[config.mk]
export PLATFORM = sky130hd
export DESIGN_NAME = dsec_session_ctrl
export DESIGN_NICKNAME = d
export VERILOG_FILES = /design/src/rtl/dsec_session_ctrl.sv
export SDC_FILE = /design/constraint.sdc
export NUM_CORES = 1
export LEC_CHECK = 0
export ABC_CLOCK_PERIOD_IN_PS = 3660
export CORE_MARGIN = 2
export CORE_UTILIZATION = 24
export CTS_CLUSTER_DIAMETER = 100
export DETAILED_ROUTE_END_ITERATION = 7
export PLACE_DENSITY_LB_ADDON = 0.08
export REMOVE_ABC_BUFFERS = 1
export SYNTH_ARGS = -nofsm -noshare
export SYNTH_HDL_FRONTEND = slang
export SYNTH_SLANG_ARGS = --single-unit
export TNS_END_PERCENT = 100
[constraint.sdc]
create_clock -name clk -period 3.66 [get_ports clk]
set_input_delay 0.549 -clock clk [delete_from_list [all_inputs] [get_ports clk]]
set_output_delay 0.549 -clock clk [all_outputs]
set_load 0.005 [all_outputs]
[src/rtl/dsec_session_ctrl.sv]
// Session sequencer for the compression/encryption data path.
// Loads the three 3DES key words, gates message words into the compressor,
// requests a dump at end of message, buffers encrypted words in a small
// output FIFO, and latches sticky error codes.
module dsec_session_ctrl #(
  parameter int DATA_W     = 64,
  parameter int OBUF_DEPTH = 4,
  parameter int TIMEOUT    = 255
) (
  input  logic              clk,
  input  logic              rst,
  input  logic              in_valid,
  input  logic              key_config,
  input  logic              msg_last,
  output logic              rdy,
  output logic [2:0]        key_we,
  output logic              comp_valid,
  input  logic              comp_rdy,
  output logic              stall,
  output logic              dump,
  input  logic              scon_done,
  input  logic              enc_valid,
  input  logic [DATA_W-1:0] enc_data,
  output logic              out_valid,
  output logic [DATA_W-1:0] out_data,
  input  logic              out_rcvd,
  output logic              error,
  output logic [7:0]        error_code
);

  localparam int AW = (OBUF_DEPTH > 1) ? $clog2(OBUF_DEPTH) : 1;
  localparam int CW = $clog2(OBUF_DEPTH + 1);
  localparam int TW = $clog2(TIMEOUT + 1);

  typedef enum logic [2:0] {IDLE, K2, K3, READY, STREAM, DRAIN, ERROR} state_t;

  state_t            state;
  logic              scon_seen;
  logic [DATA_W-1:0] mem [OBUF_DEPTH];
  logic [AW-1:0]     wr_ptr, rd_ptr;
  logic [CW-1:0]     cnt, cnt_n;
  logic [TW-1:0]     tcnt;
  logic              accept, push, push_eff, pop, full, overflow, to_hit, err_hit;
  logic [7:0]        err_nxt;

  // Host-side handshake: key phase always ready, streaming follows the compressor
  always_comb begin
    rdy = 1'b0;
    case (state)
      IDLE, K2, K3:  rdy = 1'b1;
      READY, STREAM: rdy = comp_rdy && !stall;
      default:       rdy = 1'b0;
    endcase
  end

  assign accept     = in_valid && rdy;
  assign comp_valid = accept && !key_config && (state == READY || state == STREAM);

  // Key write strobe decoded from the state the key word lands in
  always_comb begin
    key_we = 3'b000;
    if (accept && key_config) begin
      case (state)
        IDLE, READY: key_we = 3'b001;
        K2:          key_we = 3'b010;
        K3:          key_we = 3'b100;
        default:     key_we = 3'b000;
      endcase
    end
  end

  assign full      = (cnt == CW'(OBUF_DEPTH));
  assign push      = enc_valid && (state != ERROR);
  assign pop       = out_valid && out_rcvd;
  assign push_eff  = push && (!full || pop);
  assign overflow  = push && full && !pop;
  assign out_valid = (cnt != '0);
  assign out_data  = out_valid ? mem[rd_ptr] : '0;
  assign to_hit    = out_valid && !out_rcvd && (tcnt == TW'(TIMEOUT - 1));

  // Error detection with fixed priority; nothing new is raised once in ERROR
  always_comb begin
    err_nxt = 8'h00;
    if (state != ERROR) begin
      if (overflow)
        err_nxt = 8'h03;
      else if (to_hit)
        err_nxt = 8'h05;
      else if (state == STREAM && in_valid && key_config)
        err_nxt = 8'h02;
      else if ((state == READY || state == STREAM) && in_valid && !rdy)
        err_nxt = 8'h04;
      else if ((state == IDLE || state == K2 || state == K3) && in_valid && !key_config)
        err_nxt = 8'h01;
    end
  end

  assign err_hit = (err_nxt != 8'h00);

  // Next FIFO occupancy; entering or sitting in ERROR flushes the buffer
  always_comb begin
    cnt_n = cnt + CW'(push_eff) - CW'(pop);
    if (err_hit || state == ERROR) cnt_n = '0;
  end

  // Session FSM with registered dump/stall/error outputs
  always_ff @(posedge clk) begin
    if (rst) begin
      state      <= IDLE;
      scon_seen  <= 1'b0;
      dump       <= 1'b0;
      stall      <= 1'b0;
      error      <= 1'b0;
      error_code <= 8'h00;
    end else begin
      dump  <= 1'b0;
      stall <= (cnt_n >= CW'(OBUF_DEPTH - 1)) || err_hit || (state == ERROR);
      if (err_hit) begin
        state      <= ERROR;
        error      <= 1'b1;
        error_code <= err_nxt;
        scon_seen  <= 1'b0;
      end else begin
        case (state)
          IDLE:   if (accept) state <= K2;
          K2:     if (accept) state <= K3;
          K3:     if (accept) state <= READY;
          READY, STREAM: begin
            if (accept) begin
              if (key_config) begin
                state <= K2;
              end else if (msg_last) begin
                state <= DRAIN;
                dump  <= 1'b1;
              end else begin
                state <= STREAM;
              end
            end
          end
          DRAIN: begin
            if ((scon_seen || scon_done) && cnt == '0) begin
              state     <= READY;
              scon_seen <= 1'b0;
            end else begin
              scon_seen <= scon_seen || scon_done;
            end
          end
          default: ;
        endcase
      end
    end
  end

  // Output FIFO storage, pointers and unacknowledged-head timeout counter
  always_ff @(posedge clk) begin
    if (rst || err_hit || state == ERROR) begin
      wr_ptr <= '0;
      rd_ptr <= '0;
      cnt    <= '0;
      tcnt   <= '0;
    end else begin
      if (push_eff) begin
        mem[wr_ptr] <= enc_data;
        wr_ptr      <= wr_ptr + AW'(1);
      end
      if (pop) rd_ptr <= rd_ptr + AW'(1);
      cnt <= cnt_n;
      if (pop || cnt == '0)
        tcnt <= '0;
      else if (out_valid && !out_rcvd)
        tcnt <= tcnt + TW'(1);
    end
  end

endmodule
# --- After elaboration in Yosys (flattened, before gate mapping) ---
# Memories as Yosys holds them, arrays and structs flattened. A register that Yosys moved wholly into a read port is not among the register bits.
# Cells that the tools add are included.
classes:
  muxes: 27
  add_sub_neg: 5
  n_eq_ne: 19
  reduce_logical: 50
  bitwise_logic: 2
  n_lt_le_gt_ge: 1
ops:
  columns: ["op", "count"]
  rows:
  - ["two-way mux 64 bit", 1]
  - ["two-way mux 3 bit", 14]
  - ["logical AND 1 bit", 19]
  - ["inequality test 3 bit (second input constant)", 6]
  - ["case mux 3 bit (5 select lines)", 1]
  - ["== test 3 bit (second input constant)", 4]
  - ["AND reduction 6 bit", 2]
  - ["logical OR 1 bit", 11]
  - ["inequality test 2 bit (second input constant)", 5]
  - ["case mux 3 bit (3 select lines)", 1]
  - ["adder 8 x 1 -> 8 bit (second input constant)", 1]
  - ["== test 8 bit (second input constant)", 1]
  - ["nonzero test 8 bit", 1]
  - ["OR reduction 2 bit", 4]
  - ["two-way mux 1 bit", 7]
  - ["== test 3 x 2 -> 1 bit (second input constant)", 2]
  - ["zero test 1 bit", 6]
  - ["zero test 3 bit", 2]
  - ["nonzero test 6 bit", 1]
  - ["nonzero test 5 bit", 1]
  - ["OR reduction 5 bit", 1]
  - ["adder 2 x 1 -> 2 bit (second input constant)", 2]
  - ["two-way mux 2 bit", 2]
  - ["adder 3 x 1 -> 3 bit", 1]
  - ["other kinds (7)", 8]
word_totals:
  regBits: 30
  out_inout_bits: 81
  memories: 1
  word_cells: 116
  in_bits: 73
  mem_bits_rw: 256
memory_table:
  columns: ["name", "depth", "width", "rd", "rd_ports_with_merged_regs", "wr", "line", "source"]
  rows:
  - ["mem", 4, 64, 1, 1, 1, "39", "logic [DATA_W-1:0] mem [OBUF_DEPTH];"]

# --- Longest topological paths before layout ---
depth:
  word_depth: 17
  depth_mapped: 12
  mapped_depth_nobuf: 12

# --- Least setup slack after synthesis ---
# OpenSTA, ideal clock, no wires.
synth_timing:
  path_kind: "input -> register"
  from: "input out_rcvd"
  to: "memory mem[0][0], enable pin"
  t_arrival_ns: 3.246
  stages: 6
  required_time_ns: 3.231
  setup_ns: 0.429
  n_path_buf: 1
  path_slack_ns: -0.015
  path_cell_list: "nand3b_1 > or4_1 > buf_2 > a211oi_4 > and2_4 > and3_1"
synth_via:
  elab_chain_cells: 11
  word_cells_on_any_way: 17
  classes_between: "mux: 6; reduce/logical: 11"
synth_rtl:
  columns: ["element", "line", "source"]
  rows:
  - ["start, declared", "26", "input logic out_rcvd,"]
  - ["zero test 1 bit", "79", "assign to_hit = out_valid && !out_rcvd && (tcnt == TW'(TIMEOUT - 1));"]
  - ["logical AND 1 bit (2 in a row)", "79", null]
  - ["two-way mux 3 bit", "87", "else if (to_hit)"]
  - ["two-way mux 3 bit", "85", "if (overflow)"]
  - ["two-way mux 3 bit", "84", "if (state != ERROR) begin"]
  - ["nonzero test 8 bit", "98", "assign err_hit = (err_nxt != 8'h00);"]
  - ["logical OR 1 bit (2 in a row)", "156", "if (rst || err_hit || state == ERROR) begin"]
  - ["two-way mux 1 bit (*)", "156", null]
  - ["two-way mux 1 bit (not written as such) (*)", "163", "mem[wr_ptr] <= enc_data;"]
  - ["end, declared", "39", null]
# Every way passes the cells marked *; elsewhere a longest branch is shown, timed or not.

==> results.json <==
{
  "final-setup-viol-count": 0,
  "p_sw_mw": 2.61,
  "rsz0062_at_grt": "no",
  "report.final.slew_viol_count": 0,
  "grt_pass1_wl_um": 41300,
  "yosysMostFrequentCell": "edfxtp_1",
  "synth_top_cells_by_area": "edfxtp_1 69%, mux4_2 13%, dfxtp_1 4.9%",
  "ys.flop_type": "edfxtp_1",
  "p_int_mw": 7.20,
  "avgSynthCellArea_um2": 19.0,
  "ys_seq_area_share_pct": 73.8,
  "hold_viol_final": 0,
  "multiInputGateArea_mm2": 0.00276,
  "nets": 841,
  "post_cts_buffers": 0,
  "arrival_ns": 2.66,
  "fp.dieW_um": 219,
  "crit_path_end_kind": "output port",
  "via_count": 5788,
  "routedWlPerCell_um": 19.8,
  "yosysWarnings": 0,
  "irDropWorstVdd_mv": 0.379,
  "initial_core_util_pct": 24.5,
  "cts_tree": "done",
  "critPathLaunchType": "flip-flop",
  "fp.coreArea_mm2": 0.0456,
  "seqPwrFrac_pct": 39.5,
  "crit_path_max_fanout": 14,
  "stdcell_area_mm2": 0.0147,
  "clockRootBuffer": "clkbuf_16",
  "ant_nets": 0,
  "maxSlewHeadroom_pct": 48.8,
  "drc_errors": 0,
  "antenna_found_initial": 0,
  "synthCells": 586,
  "synth_top_area_share_pct": 69.0,
  "dpl_cell_area_mm2": 0.0136,
  "dpl_worst_slack_ns": 0.296,
  "first_pass_iters": 4,
  "drt-total-wl_um": 27400,
  "worstPathRequired_ns": 3.11,
  "hp-class": "flip-flop to flip-flop",
  "synth_area_leader_cell": "edfxtp_1",
  "fin_crit_sh_pct": 87.8,
  "fillers": 4334,
  "worst_slack_ns": 0.448,
  "portBuffers": 148,
  "ys_ff_latch": 283,
  "io-pin-count": 154,
  "grtUsageTotal_pct": 11.7,
  "fmax_mhz": 311,
  "synth_edf_count": 256,
  "gp_congestion": 0.755,
  "ctsHoldBuffers": 0,
  "path_class": "flip-flop to output port",
  "yosys-top-cells-count": "256 x edfxtp_1, 67 x and2_1, 64 x mux4_2",
  "leakage_nw": 4.66,
  "die_y_um": 219,
  "diodes": 0,
  "cts_buffers": 35,
  "p_per_area_mw_per_mm2": 669,
  "htree_levels": 2,
  "register_area_mm2": 0.00824,
  "grt_max_degree": 67,
  "yosys.cell_types.count": 47,
  "insertion_delay_ns": 0.53,
  "die-area_mm2": 0.0482,
  "syn2layout_area_growth_pct": 31.5,
  "finalClockSkew_ns": 0.0198,
  "drt-initial-drc-count": 283,
  "swShare_pct": 26.6,
  "grt_overflow": 0,
  "cts.repair.resized": 0,
  "grt_pass1_vias": 6502,
  "clkPwrFrac_pct": 33.9,
  "clock_path_buffers": 3,
  "cts_sinks": 283,
  "period_needed_ns": 3.21,
  "hpwl_um": 17200,
  "cap_violations": 0,
  "avgViaCountPerCell": 4.19,
  "drive_above_1_share_pct": 18.5,
  "worst_pin_slew_ns": 0.769,
  "status": "finished, final reports clean",
  "clkTransAtPathRegs_ns": 0.06,
  "row_count": 78,
  "p_comb_share_pct": 26.6,
  "ys_async_sr_fraction_pct": 0,
  "synth_area_mm2": 0.0111
}
-- sequential cells by signal, summed over array words and instances (netlist names), named ones only --
register and flops:
mem 256, tcnt 8, cnt 3, error_code 3, state 3, rd_ptr 2, wr_ptr 2, dump 1
error 1, scon_seen 1, stall 1
-- path summary, 6_finish.rpt --
| kind | start | end | slack [ns] | cells past startpoint |
|---|---|---|---|---|
| setup / recovery | flip-flop | out_data[34] | 0.45 | 4 |
| setup reg to reg | tcnt[1] | mem[3][22] | 0.84 | 7 |
| hold / removal | error | error | 0.45 | 2 |
| hold reg to reg | error | error | 0.45 | 2 |
-- stage by stage --
step                      std cells  hold slack (ns)  util [%]  total power [mW]  setup TNS (ns)
after detailed placement       1322            0.445      29.7              6.66               0
after floorplan                 557            0.436         -              5.08          -38.44
after global routing           1383            0.512      32.2              10.4               0
after global placement         1322            0.444      29.7              6.63               0
final                          1383            0.451      32.2              9.80               0
after CTS                      1383            0.459      32.2              10.1               0
-- cell usage in the layout, fill, tap and decap left out, drive strengths merged, types with 4 or more instances in the layout --
master         netlist  routed
edfxtp             256     256
clkdlybuf4s50        0     148
and2                68      68
mux4                64      64
clkbuf              19      41
dfxtp               27      27
nor2                20      20
buf                 14      17
clkinv               0      16
inv                 11      12
and3                10      10
a21oi                9       9
nand2                9       9
ha                   8       8
xnor2                7       7
nor3                 6       6
a31oi                6       6
o21ai                5       5
conb                 1       5
xor2                 4       4
nor3b                4       4
nand3                4       4
-- critical path, cell delays in order (launching register included) --
cell,delay [ns]
dfxtp_4,0.57
buf_4,0.37
mux4_2,0.54
and2_1,0.21
clkdlybuf4s50_1,0.46
-- power by group through the flow --
stage | logic (mW) | registers, mW | clock network [mW]
finish | 2.60 | 3.88 | 3.32
global placement | 2.69 | 3.94 | 0
floorplan | 1.09 | 3.99 | 0
detailed placement | 2.71 | 3.95 | 0
global route | 2.88 | 3.90 | 3.57
CTS | 2.73 | 3.88 | 3.45
-- final cells by class --
cell class,instances,share of cell area (%)
Clock buffer,41,6.27
Tap cell,600,5.12
Sequential cell,283,56.2
Timing Repair Buffer,165,12.1
Inverter,11,0.282
Clock inverter,20,1.24
Multi-Input combinational cell,263,18.8
-- kinds of logic (layout without fill, tap and decap cells) --
family,count (synthesis),in the layout,share of synthesized area (%)
flops,283,283,73.8
simple gates,141,141,7.51
mux,65,65,13.0
buf+inv,44,237,1.74
compound gates,32,32,1.92
xor+xnor,11,11,0.864
fa+ha+maj,9,9,1.08
other cells,1,5,0.0336
-- layer usage --
metal | GRT usage, % | share of wire (%) | wire [um]
met5 | 0 | 0 | 0
met4 | 3.96 | 2.2 | 591
met3 | 2.54 | 4.9 | 1350
met2 | 19.1 | 48 | 13200
met1 | 15.4 | 45 | 12300
No activity file was read; power rests on OpenSTA's default activity.
